<file path="src/rtl/cpu_clk_sched.sv">
// Run/step clock-enable scheduler for the multicycle CPU: periodic enables from a
// clkdiv tap in RUN mode, one enable per debounced button press in STEP mode.
module cpu_clk_sched #(
   parameter int DB_CYCLES = 20,
   parameter int CNT_W     = 16
) (
   input  logic             clk,
   input  logic             RST,
   input  logic [31:0]      clkdiv,
   input  logic [4:0]       speed_sel,
   input  logic             run,
   input  logic             step_btn,
   input  logic             halt,
   output logic             cpu_ce,
   output logic             step_ack,
   output logic [CNT_W-1:0] ce_count,
   output logic [1:0]       state
);

   localparam int DB_W = $clog2(DB_CYCLES);

   typedef enum logic [1:0] {
      ST_IDLE   = 2'b00,
      ST_RUN    = 2'b01,
      ST_STEP   = 2'b10,
      ST_HALTED = 2'b11
   } state_e;

   state_e           state_q, state_d;
   logic             cpu_ce_q, cpu_ce_d;
   logic             step_ack_q, step_ack_d;
   logic [CNT_W-1:0] ce_count_q, ce_count_d;
   logic             tap_d_q, tap_d_d;
   logic             sync1_q, sync1_d;
   logic             sync2_q, sync2_d;
   logic             btn_db_q, btn_db_d;
   logic             btn_db_dly_q, btn_db_dly_d;
   logic [DB_W-1:0]  db_cnt_q, db_cnt_d;

   logic tap;
   logic tap_rise;
   logic btn_press;

   assign tap       = clkdiv[speed_sel];
   assign tap_rise  = tap & ~tap_d_q;
   assign btn_press = btn_db_q & ~btn_db_dly_q;

   // Tap edge detector, two-flop synchroniser and debouncer.
   always_comb begin
      // NOTE: every variable written here gets a default first so no latch is inferred.
      tap_d_d      = tap;
      sync1_d      = step_btn;
      sync2_d      = sync1_q;
      btn_db_d     = btn_db_q;
      btn_db_dly_d = btn_db_q;
      db_cnt_d     = db_cnt_q;
      if (sync2_q == btn_db_q) begin
         db_cnt_d = '0;
      end else if (db_cnt_q == DB_W'(DB_CYCLES - 1)) begin
         btn_db_d = sync2_q;
         db_cnt_d = '0;
      end else begin
         db_cnt_d = db_cnt_q + DB_W'(1);
      end
   end

   // Mode FSM; halt outranks run, which outranks a button press.
   always_comb begin
      state_d    = state_q;
      cpu_ce_d   = 1'b0;
      step_ack_d = 1'b0;
      unique case (state_q)
         ST_IDLE: begin
            if (halt) begin
               state_d = ST_HALTED;
            end else if (run) begin
               state_d = ST_RUN;
            end else if (btn_press) begin
               state_d    = ST_STEP;
               cpu_ce_d   = 1'b1;
               step_ack_d = 1'b1;
            end
         end
         ST_RUN: begin
            if (halt) begin
               state_d = ST_HALTED;
            end else if (!run) begin
               state_d = ST_IDLE;
            end else begin
               cpu_ce_d = tap_rise;
            end
         end
         ST_STEP: begin
            // Held button keeps us here: one enable per press, run ignored until release.
            if (halt) begin
               state_d = ST_HALTED;
            end else if (!btn_db_q) begin
               state_d = ST_IDLE;
            end
         end
         ST_HALTED: begin
            if (!halt) begin
               state_d = ST_IDLE;
            end
         end
         default: state_d = ST_IDLE;
      endcase
      ce_count_d = ce_count_q + CNT_W'(cpu_ce_d);
   end

   always_ff @(posedge clk) begin
      // NOTE: sequential state uses non-blocking assignments so all flops update together.
      if (RST) begin
         state_q      <= ST_IDLE;
         cpu_ce_q     <= 1'b0;
         step_ack_q   <= 1'b0;
         ce_count_q   <= '0;
         tap_d_q      <= 1'b0;
         sync1_q      <= 1'b0;
         sync2_q      <= 1'b0;
         btn_db_q     <= 1'b0;
         btn_db_dly_q <= 1'b0;
         db_cnt_q     <= '0;
      end else begin
         state_q      <= state_d;
         cpu_ce_q     <= cpu_ce_d;
         step_ack_q   <= step_ack_d;
         ce_count_q   <= ce_count_d;
         tap_d_q      <= tap_d_d;
         sync1_q      <= sync1_d;
         sync2_q      <= sync2_d;
         btn_db_q     <= btn_db_d;
         btn_db_dly_q <= btn_db_dly_d;
         db_cnt_q     <= db_cnt_d;
      end
   end

   assign cpu_ce   = cpu_ce_q;
   assign step_ack = step_ack_q;
   assign ce_count = ce_count_q;
   assign state    = state_q;

endmodule

</file>
<file path="config.mk">
export PLATFORM = sky130hd
export DESIGN_NAME = cpu_clk_sched
export DESIGN_NICKNAME = d
export VERILOG_FILES = /design/src/rtl/cpu_clk_sched.sv
export SDC_FILE = /design/constraint.sdc
export NUM_CORES = 1
export LEC_CHECK = 0
export BUFFER_PORTS_ARGS = -buffer_cell sky130_fd_sc_hd__buf_2
export CAP_MARGIN = 20
export CORE_UTILIZATION = 48
export CTS_CLUSTER_SIZE = 20
export DETAILED_ROUTE_END_ITERATION = 8
export GPL_ROUTABILITY_DRIVEN = 0
export PLACE_DENSITY = 0.81
export SLEW_MARGIN = 20
export SYNTH_ARGS = -nofsm -noshare
export SYNTH_HDL_FRONTEND = slang
export SYNTH_SLANG_ARGS = --single-unit
</file>
<file path="constraint.sdc">
create_clock -name clk -period 2.9 [get_ports clk]
set_clock_uncertainty 0.05 [all_clocks]
set_input_delay 0.58 -clock clk [delete_from_list [all_inputs] [get_ports clk]]
set_output_delay 0.58 -clock clk [all_outputs]
set_load 0.02 [all_outputs]
</file>
==> results.py <==
metrics = {
    "cts": {
        "cts.path.max_buffers": 2,
        "cts_htree_levels": 2,
        "cts_tree": "built",
        "cts-resized-gates": 0,
        "clk-insertion-delay-late_ps": 330,
        "post-cts-setup-buffers": 0,
        "cts_root_buf": "sky130_fd_sc_hd__clkbuf_4",
        "cts.hold.buffers_added": 0,
        "worst_setup_hold_path_clk_slew_ps": 90,
        "sinks_on_clock_net": 30,
        "cts_inserted_buffers": 5,
    },
    "hold_path": {
        "worstHoldStart": "db_cnt_q[0]",
        "hold_depth": 1,
        "worst_hold_path.endpoint": "db_cnt_q[0]",
        "hold_path_class": "flop to flop",
    },
    "synthesis": {
        "netlist-cell-type-count": 33,
        "yosysSeqAreaShare": 0.379,
        "asyncSetResetFlopFracSynth": 0,
        "synth_mux_area_frac": 0.108,
        "netlist_instances": 178,
        "syn_area_per_cell_um2": 8.89,
        "ys_ff_latch": 30,
        "ys.flop_type": "sky130_fd_sc_hd__dfxtp_1",
        "synthesized_area_fraction_occupied_by_xor_and_xnor_cells": 0.0830,
        "synth_adder_area_share": 0.0553,
        "synthesis.nets": 227,
        "synth-simple-area-share": 0.247,
        "netlist_area_um2": 1580,
        "yosys_warnings": 0,
        "synth-edff-count": 0,
        "synth_compound_area_frac": 0.0909,
        "synth_top_family_by_area": "simple AND/OR/NAND/NOR gates",
    },
    "timing": {
        "final.min_clock_period_ps": 2490,
        "timing.final.max_slew_violations": 0,
        "timing.final.hold_violations": 0,
        "setup_slack_ps": 408,
        "fmax_ghz": 0.401,
        "slew_headroom": 0.703,
        "tightest_slew_ps": 446,
        "rsz0062_at_grt": "false",
        "totalNegativeSetupSlack_ps": 0,
        "final_min_period_over_clock_period": 0.859,
        "setup_violations": 0,
    },
    "route": {
        "met2WireLength_um": 1680,
        "drt-wirelength-per-cell_um": 11.2,
        "drc": 0,
        "detailroute.via_count": 1431,
        "detail-route-antenna-nets": 0,
        "top_layer": "met4",
        "vias_per_cell": 4.95,
        "amount_of_wire_on_met3_after_detailed_routing_um": 140,
        "drt_iter0_drc": 34,
        "first_pass_iters": 4,
        "drt-total-wl_um": 3230,
        "met1_length_um": 1330,
    },
    "worst_setup_path": {
        "worstSetupStartpointType": "primary input",
        "nature_of_the_critical_path_endpoint": "flop",
        "critical_path.max_stage_delay_ps": 260,
        "path_buf_inv": 2,
        "worstReg2RegStart": "state[0]",
        "critPathMaxFanout": 7,
        "path_cells": "buf_2 -> buf_4 -> mux2i_1 -> a22oi_1 -> nand3_1 -> nand2_1 -> a311oi_2 -> o21ai_1 -> ha_1 -> ha_1 -> nand3_1 -> nor2_1 -> nand2_1 -> xor2_1 -> nor2_1",
        "slowest_stage": "sky130_fd_sc_hd__a311oi_2",
        "r2r_slack_ps": 870,
        "rr_worst_depth": 11,
        "critical_path.top_delay_family": "compound AO/OA/AOI/OAI gates",
        "reg2reg_to": "ce_count[12]",
        "crit_type": "primary input to flop",
        "critPathArrivalTime_ps": 2650,
        "required_ps": 3060,
    },
    "power_and_ir_drop": {
        "power_density_nw_per_um2": 414,
        "power.ir.vdd_worst_uv": 201,
        "p_leak_nw": 0.949,
    },
    "layout": {
        "final_net_count": 293,
        "syn2layout_area_growth_pct": 25.5,
        "layoutNonFillerInstCount": 289,
        "fin_util": 0.640,
        "diodes": 0,
        "drive_above_1_share": 0.327,
    },
    "global_route": {
        "first_global_vias": 1306,
        "antenna_found_initial": 0,
        "grt-ovfl-total": 0,
        "pin_count_of_the_biggest_net_entering_global_routing": 28,
        "grt_first_pass_wirelength_um": 5240,
        "track_usage": 0.204,
    },
    "floorplan": {
        "floorplan.die.height_um": 59.4,
        "row_count": 20,
        "die_w_um": 59.4,
        "design.core.area_um2": 3100,
        "dieArea_um2": 3530,
        "top_level_ports": 62,
        "start_util": 0.510,
    },
    "status": {
        "run_status": "completed",
    },
    "placement": {
        "place_inst": 281,
        "post_placement_setup_slack_ps": 86.9,
        "place_hpwl_um": 2570,
        "io_buffers": 61,
    },
    "flow_run": {
        "maxCapViolations": 0,
    },
}
==> sequential cells by signal, summed over array words and instances, names as in the netlist <==
name / count
step_ack: 1
state: 2
sync1_q: 1
db_cnt_q: 5
tap_d_q: 1
ce_count: 16
cpu_ce: 1
btn_db_dly_d: 1
btn_db_dly_q: 1
sync2_q: 1
==> report_power, final <==
part	internal (W)	leakage, nW	switching [W]	total, W
Clock	0.000117	0.0353	0.000136	0.000253
Sequential	0.000421	0.243	0.00000904	0.000430
Combinational	0.0000672	0.670	0.0000716	0.000139
Total	0.000606	0.949	0.000216	0.000822
==> synth_stat cells, types with 2 or more instances <==
cell type / number / area, µm²
sky130_fd_sc_hd__dfxtp_1: 30 / 601
sky130_fd_sc_hd__nor2_1: 25 / 93.8
sky130_fd_sc_hd__mux2i_1: 17 / 170
sky130_fd_sc_hd__nand2_1: 13 / 48.8
sky130_fd_sc_hd__nand3_1: 12 / 60.1
sky130_fd_sc_hd__xor2_1: 11 / 96.3
sky130_fd_sc_hd__a21oi_1: 9 / 45.0
sky130_fd_sc_hd__ha_1: 7 / 87.6
sky130_fd_sc_hd__nor2b_1: 7 / 43.8
sky130_fd_sc_hd__a22oi_1: 6 / 45.0
sky130_fd_sc_hd__or3_1: 5 / 31.3
sky130_fd_sc_hd__clkbuf_1: 4 / 15.0
sky130_fd_sc_hd__xnor2_1: 4 / 35.0
sky130_fd_sc_hd__inv_1: 3 / 11.3
sky130_fd_sc_hd__o21ai_0: 3 / 15.0
sky130_fd_sc_hd__and2b_2: 2 / 17.5
sky130_fd_sc_hd__and3_1: 2 / 12.5
sky130_fd_sc_hd__nand4_1: 2 / 12.5
sky130_fd_sc_hd__o21ai_1: 2 / 10.0
==> kinds of logic (layout without fill, tap and decap cells) <==
kind of cell | after synthesis | count (layout)
compound gates | 23 | 23
xor+xnor | 15 | 15
fa+ha+maj | 7 | 7
buf+inv | 9 | 76
flops | 30 | 30
mux | 17 | 17
simple gates | 77 | 77
==> area by class of cell <==
cell class / count / area, µm²
well taps: 44 / 55.1
clock inverters: 1 / 5.00
clock buffers: 7 / 55.1
inverters: 3 / 11.3
fillers: 289 / 1120
flip-flops and latches: 30 / 601
repair buffers: 65 / 335
multi-input cells: 139 / 925
==> worst max path at each step <==
stage | slack, ps | start | cells past startpoint | end
after floorplan | 250 | speed_sel[1] | 11 | ce_count[10]
after global placement | 120 | speed_sel[1] | 14 | ce_count[4]
after detailed placement | 90 | speed_sel[1] | 14 | ce_count[8]
after CTS | 410 | speed_sel[1] | 15 | ce_count[12]
after global routing | 210 | speed_sel[2] | 14 | ce_count[12]
final | 410 | speed_sel[1] | 15 | ce_count[12]
==> stage by stage <==
step           total power [W]  hold WS (ps)  instance area (µm²)
2_1_floorplan         0.000528           364                 1580
4_1_cts               0.000832           403                 1990
3_3_place_gp          0.000574           372                 1930
5_1_grt               0.000863           410                 1990
6_report              0.000822           400                 1990
3_5_place_dp          0.000579           387                 1930
==> layer usage <==
layer  global-route usage  vias up
li1                     -      752
met1                0.204      636
met2                0.380       34
met3               0.0655        9
met4               0.0884        0
met5                    0        -
==> placed cells by master, fill, tap and decap left out, types with 2 or more instances in the layout <==
cell                       Yosys  final
sky130_fd_sc_hd__mux2i_1      17     17
sky130_fd_sc_hd__inv_1         3      3
sky130_fd_sc_hd__nor2b_1       7      7
sky130_fd_sc_hd__clkbuf_4      0      5
sky130_fd_sc_hd__buf_4         0      4
sky130_fd_sc_hd__nand2_1      13     13
sky130_fd_sc_hd__a22oi_1       6      6
sky130_fd_sc_hd__xnor2_1       4      4
sky130_fd_sc_hd__xor2_1       11     11
sky130_fd_sc_hd__and3_1        2      2
sky130_fd_sc_hd__o21ai_0       3      3
sky130_fd_sc_hd__buf_2         0     61
sky130_fd_sc_hd__a21oi_1       9      9
sky130_fd_sc_hd__or3_1         5      5
sky130_fd_sc_hd__nor2_1       25     25
sky130_fd_sc_hd__ha_1          7      7
sky130_fd_sc_hd__nand3_1      12     12
sky130_fd_sc_hd__and2b_2       2      2
sky130_fd_sc_hd__dfxtp_1      30     30
sky130_fd_sc_hd__o21ai_1       2      2
sky130_fd_sc_hd__nand4_1       2      2
(Power assumes the default switching activity.)
